<file path="config.mk">
export PLATFORM = sky130hd
export DESIGN_NAME = div_seq
export DESIGN_NICKNAME = d
export VERILOG_FILES = /design/src/rtl/div_seq_pkg.sv /design/src/rtl/div_seq.sv
export SDC_FILE = /design/constraint.sdc
export NUM_CORES = 1
export LEC_CHECK = 0
export ABC_AREA = 0
export BUFFER_PORTS_ARGS = -buffer_cell sky130_fd_sc_hd__buf_2
export CORE_ASPECT_RATIO = 0.75
export CORE_MARGIN = 2
export CORE_UTILIZATION = 52
export CTS_CLUSTER_SIZE = 25
export DETAILED_ROUTE_END_ITERATION = 7
export MAX_ROUTING_LAYER = met4
export PLACE_DENSITY = 0.75
export RECOVER_POWER = 25
export SYNTH_ARGS = -nofsm -noshare
export SYNTH_HDL_FRONTEND = slang
export SYNTH_SLANG_ARGS = --single-unit
</file>
<file path="constraint.sdc">
create_clock -name aclk -period 2.89 [get_ports aclk]
set_input_delay 0.578 -clock aclk [delete_from_list [all_inputs] [get_ports aclk]]
set_output_delay 0.578 -clock aclk [all_outputs]
set_load 0.05 [all_outputs]
</file>
<file path="src/rtl/div_seq_pkg.sv">
// Shared types and constants for the sequential divider.
//   DType     - 32-bit data word used on every data port
//   DivState  - divider FSM state encoding (IDLE, BUSY, DONE)
//   DIV_STEPS - number of restoring steps, one per quotient bit
package cpuDefine;

  typedef logic [31:0] DType;

  typedef enum logic [1:0] {
    IDLE = 2'd0,
    BUSY = 2'd1,
    DONE = 2'd2
  } DivState;

  localparam int DIV_STEPS = 32;

endpackage

</file>
<file path="src/rtl/div_seq.sv">
// Multi-cycle radix-2 restoring divider for the execute-stage ALU.
//
// Handshake (responder side): the ALU raises en and holds stable operands for
// the whole instruction. An operation starts when en is seen in IDLE; the
// result appears with a one-cycle complete pulse exactly 34 cycles after the
// request edge. Dropping en in BUSY or DONE aborts: no complete is raised and
// the result registers keep their previous values.
//
// Ports:
//   aclk       in   clock
//   aresetn    in   synchronous active-low reset
//   en         in   request, held high by the ALU while a divide is in the stage
//   is_signed  in   1 = DIV/MOD, 0 = DIVU/MODU (sampled at start)
//   dividend   in   operand A (sampled at start)
//   divisor    in   operand B (sampled at start)
//   quotient   out  registered quotient
//   remainder  out  registered remainder
//   complete   out  one-cycle result-valid pulse
//   busy       out  high while the FSM is in BUSY
module div_seq
  import cpuDefine::*;
#(
  parameter int DATA_W = 32
) (
  input  logic aclk,
  input  logic aresetn,
  input  logic en,
  input  logic is_signed,
  input  DType dividend,
  input  DType divisor,
  output DType quotient,
  output DType remainder,
  output logic complete,
  output logic busy
);

  localparam int CNT_W = $clog2(DATA_W);
  localparam logic [CNT_W-1:0] LAST_STEP = CNT_W'(DIV_STEPS - 1);

  DivState          state_q;
  logic [CNT_W-1:0] count_q;
  logic [32:0]      rem_q;       // partial remainder, one spare bit for exact borrow
  DType             quo_q;       // dividend magnitude shifting out, quotient shifting in
  DType             div_q;       // divisor magnitude
  logic             q_neg_q;
  logic             r_neg_q;
  logic             dz_q;
  DType             quotient_q;
  DType             remainder_q;
  logic             complete_q;

  // Conditional two's-complement negate. As an absolute value it maps
  // 0x80000000 onto itself, which is exactly unsigned 2^31.
  function automatic DType cneg(input DType v, input logic neg);
    return neg ? DType'(~v + 32'd1) : v;
  endfunction

  logic        a_neg;
  logic        b_neg;
  logic [33:0] rem_shift;
  logic [33:0] trial;
  logic        borrow;

  always_comb begin
    a_neg     = is_signed & dividend[31];
    b_neg     = is_signed & divisor[31];
    rem_shift = {rem_q, quo_q[31]};
    trial     = rem_shift - {2'b00, div_q};
    // A negative trial difference sets the top bit: the divisor did not fit.
    borrow    = trial[33];
  end

  always_ff @(posedge aclk) begin
    if (!aresetn) begin
      state_q     <= IDLE;
      count_q     <= '0;
      rem_q       <= '0;
      quo_q       <= '0;
      div_q       <= '0;
      q_neg_q     <= 1'b0;
      r_neg_q     <= 1'b0;
      dz_q        <= 1'b0;
      quotient_q  <= '0;
      remainder_q <= '0;
      complete_q  <= 1'b0;
    end else begin
      complete_q <= 1'b0;
      case (state_q)
        IDLE: begin
          if (en) begin
            quo_q   <= cneg(dividend, a_neg);
            div_q   <= cneg(divisor, b_neg);
            rem_q   <= '0;
            q_neg_q <= a_neg ^ b_neg;
            r_neg_q <= a_neg;
            dz_q    <= (divisor == '0);
            count_q <= '0;
            state_q <= BUSY;
          end
        end
        BUSY: begin
          if (!en) begin
            count_q <= '0;
            state_q <= IDLE;
          end else begin
            rem_q   <= borrow ? rem_shift[32:0] : trial[32:0];
            quo_q   <= {quo_q[30:0], ~borrow};
            count_q <= count_q + 1'b1;
            if (count_q == LAST_STEP) begin
              state_q <= DONE;
            end
          end
        end
        DONE: begin
          if (en) begin
            // With a zero divisor every trial "succeeds": the magnitude
            // quotient is all ones and the remainder is |dividend|, so the
            // sign fix-up on the remainder restores the original dividend.
            quotient_q  <= dz_q ? '1 : cneg(quo_q, q_neg_q);
            remainder_q <= cneg(rem_q[31:0], r_neg_q);
            complete_q  <= 1'b1;
          end
          count_q <= '0;
          state_q <= IDLE;
        end
        default: begin
          count_q <= '0;
          state_q <= IDLE;
        end
      endcase
    end
  end

  assign quotient  = quotient_q;
  assign remainder = remainder_q;
  assign complete  = complete_q;
  assign busy      = (state_q == BUSY);

endmodule

</file>
==> results.sh <==
export IMPL_cts_sinks=172
export IMPL_nFillCells=1880
export IMPL_cp_top_family="simple AND/OR/NAND/NOR gates"
export IMPL_synth_top_flop_cell="dfxtp_1"
export IMPL_ys_types=71
export IMPL_worstSetupStartpointType="flip-flop"
export IMPL_grt_remaining_overflow=0
export IMPL_fin_skew_ns=0.00945
export IMPL_leakagePower_nw=5.89
export IMPL_synth_async_reset_ratio_pct=0
export IMPL_cts_tree="built"
export IMPL_crit_cells=9
export IMPL_ios=134
export IMPL_gp_congestion=0.993
export IMPL_rr_endpoint="remainder[31]"
export IMPL_yosys_warnings=0
export IMPL_peakVddDrop_mv=0.381
export IMPL_clock_path_buffers=2
export IMPL_synth_area_mm2=0.0110
export IMPL_start_util_pct=52.5
export IMPL_crit_chain="or3_4, or4_4, or4_4, or2_1, or3_4, o31ai_4, xor2_1, nand2_1, o211a_1"
export IMPL_period_minus_slack_ns=2.91
export IMPL_endpoint="remainder[31]"
export IMPL_die_h_um=130
export IMPL_path_buf_inv=0
export IMPL_finalWirelength_mm=33.9
export IMPL_power_density_mw_per_mm2=449
export IMPL_status="finished with violations"
export IMPL_synth_area_top_cells="dfxtp_1 (31%), xnor2_1 (6.7%), nand2_1 (5.4%)"
export IMPL_r2r_start="rem_q[7]"
export IMPL_cts_root_buffer="clkbuf_16"
export IMPL_synth_area_per_cell_um2=7.86
export IMPL_hold_class="input pin to flip-flop"
export IMPL_die_w_um=172
export IMPL_core_area_mm2=0.0210
export IMPL_nets=1697
export IMPL_multi_input_area_mm2=0.00710
export IMPL_grt_max_degree=84
export IMPL_drive_above_1_share_pct=17.2
export IMPL_antenna_cells=0
export IMPL_antenna_found_initial=0
export IMPL_setup_viol=2
export IMPL_pre_cts_ws_ns=-0.189
export IMPL_ant_nets=0
export IMPL_r2r_setup_slack_ns=-0.02
export IMPL_wire_per_inst_um=17.9
export IMPL_synth_nets=1511
export IMPL_grt_pass1_wl_mm=52.7
export IMPL_total_power_mw=5.97
export IMPL_post_route_period_util_pct=101
export IMPL_critPathLaunch="rem_q[7]"
export IMPL_holdBufCountCts=0
export IMPL_drt_initial_drc_count=1128
export IMPL_setup_tns_ns=-0.0378
export IMPL_area_growth_pct=20.5
export IMPL_slew_viol_final=25
export IMPL_crit_fanout=3
export IMPL_finalWorstSetupSlack_ns=-0.0219
export IMPL_cts_buffers=17
export IMPL_grt_pass1_vias=9808
export IMPL_die_area_mm2=0.0224
export IMPL_regArea_mm2=0.00345
export IMPL_reg2reg_depth=9
export IMPL_crit_type="flip-flop to flip-flop"
export IMPL_num_vias=11098
export IMPL_tightest_slew_ns=1.61
export IMPL_grt_usage_pct=31.2
export IMPL_io_buffers=133
export IMPL_dr_pass1_iters=5
export IMPL_crit_slowest_cell="or4_4"
export IMPL_synth_cells=1404
export IMPL_synth_seq_cells=172
export IMPL_htreeDepth=4
export IMPL_clock_latency_ns=0.45
export IMPL_required_ns=3.23
export IMPL_violations="capacitance limit, slew limit, setup timing"
export IMPL_vias_per_cell=5.87
export IMPL_synth_top_area_cell="dfxtp_1"
export IMPL_max_stage_delay_ns=0.49
export IMPL_hold_viol=0
export IMPL_dp_hpwl_mm=26.1
export IMPL_fmax_mhz=343
export IMPL_post_route_drc_count=0
export IMPL_worstPathArrival_ns=3.25
export IMPL_fin_area_mm2=0.0133
export IMPL_end_kind="flip-flop"
export IMPL_relSlewSlack_pct=-7.65
export IMPL_synth_top_area_share_pct=31.2
export IMPL_place_area_mm2=0.0127
export IMPL_core_rowCount=46
export IMPL_rsz0062_at_grt="true"
export IMPL_cap_violations=1
export IMPL_yosysSeqAreaShare_pct=31.2
export IMPL_clk_pin_slew_ns=0.08
export IMPL_synth_edf_count=0
==> worst min-delay path, stage by stage <==
cell and delay [ns]:
buf_2 0.13, nand3_1 0.07, a21boi_0 0.07
==> cells by family after synthesis <==
group | Yosys count | synth area share, %
AO/OA/AOI/OAI | 462 | 28.2
flip-flops | 172 | 31.2
multiplexers | 15 | 1.36
XOR/XNOR | 137 | 10.9
buffers and inverters | 161 | 5.55
AND/OR/NAND/NOR | 418 | 18.3
adder cells (fa/ha/maj) | 39 | 4.49
==> cells in the mapped netlist, drive strengths merged (12+ instances only) <==
cell type	count
a21boi	14
a21o	13
a21oi	113
a221oi	24
a32oi	12
and2	17
and3	14
clkbuf	73
dfxtp	172
ha	38
inv	78
mux2i	15
nand2	160
nand2b	12
nand3	24
nor2	82
nor3	23
nor4	12
o211a	45
o21a	31
o21ai	123
o31ai	25
o41ai	14
or3	16
xnor2	84
xor2	53
==> final cells by class <==
class	instances	share of cell area (%)
Tap cell	288	2.71
Timing Repair Buffer	250	11.1
Multi-Input combinational cell	1071	53.4
Sequential cell	172	26.0
Clock buffer	18	3.30
Clock inverter	14	1.30
Inverter	78	2.20
==> per-stage QoR <==
stage,cells,util (%),hold slack (ns)
final,1891,63.3,0.455
after CTS,1891,63.2,0.449
after floorplan,1404,-,0.441
after detailed placement,1858,60.2,0.460
after global routing,1891,63.3,0.457
after global placement,1858,60.2,0.448
==> flip-flops by register name (all words and copies together), names as in the netlist <==
signal     count
complete       1
count_q        5
div_q         32
dz_q           1
q_neg_q        1
quo_q         32
quotient      32
r_neg_q        1
rem_q         33
remainder     32
state_q        2
==> metal layers <==
layer	global-route usage (%)	routed length [µm]	vias to the layer above
met1	49.0	17500	5183
met2	38.6	12500	480
li1	-	-	5409
met4	5.39	294	0
met3	8.52	3610	26
met5	-	0	-
==> cell usage in the layout, fill, tap and decap left out, types with 24 or more instances in the layout <==
cell type	count
buf_2	84
dfxtp_1	164
clkbuf_1	50
o21a_1	31
inv_1	78
o21ai_0	113
nor2_1	81
xor2_1	53
buf_4	115
a21oi_1	110
nand3_1	24
nand2_1	159
ha_1	36
xnor2_1	84
a221oi_1	24
o211a_1	45
==> power breakdown <==
| part | leakage [nW] | internal, mW | switching [mW] | total [mW] |
|---|---|---|---|---|
| Sequential | 1.40 | 2.44 | 0.0739 | 2.52 |
| Combinational | 4.19 | 0.429 | 0.639 | 1.07 |
| Clock | 0.296 | 1.26 | 1.13 | 2.39 |
| Total | 5.89 | 4.13 | 1.84 | 5.97 |
==> how the worst min path moves through the flow <==
stage,start,end,slack (ns),cells after the start
2_1_floorplan,count_q[4],count_q[4],0.44,2
3_5_place_dp,count_q[4],count_q[4],0.46,2
6_report,divisor[31],div_q[31],0.46,3
5_1_grt,divisor[21],div_q[21],0.46,3
3_3_place_gp,count_q[4],count_q[4],0.45,2
4_1_cts,divisor[31],div_q[31],0.45,3
==> repair_timing <==
| action | in CTS | in global routing |
|---|---|---|
| resized for setup | 2 | 31 |
| endpoints found under the setup margin | 4 | 40 |
| setup buffers | 1 | 0 |
| pin swaps | 2 | 8 |
Note: power is estimated with default switching activity, not from simulation.
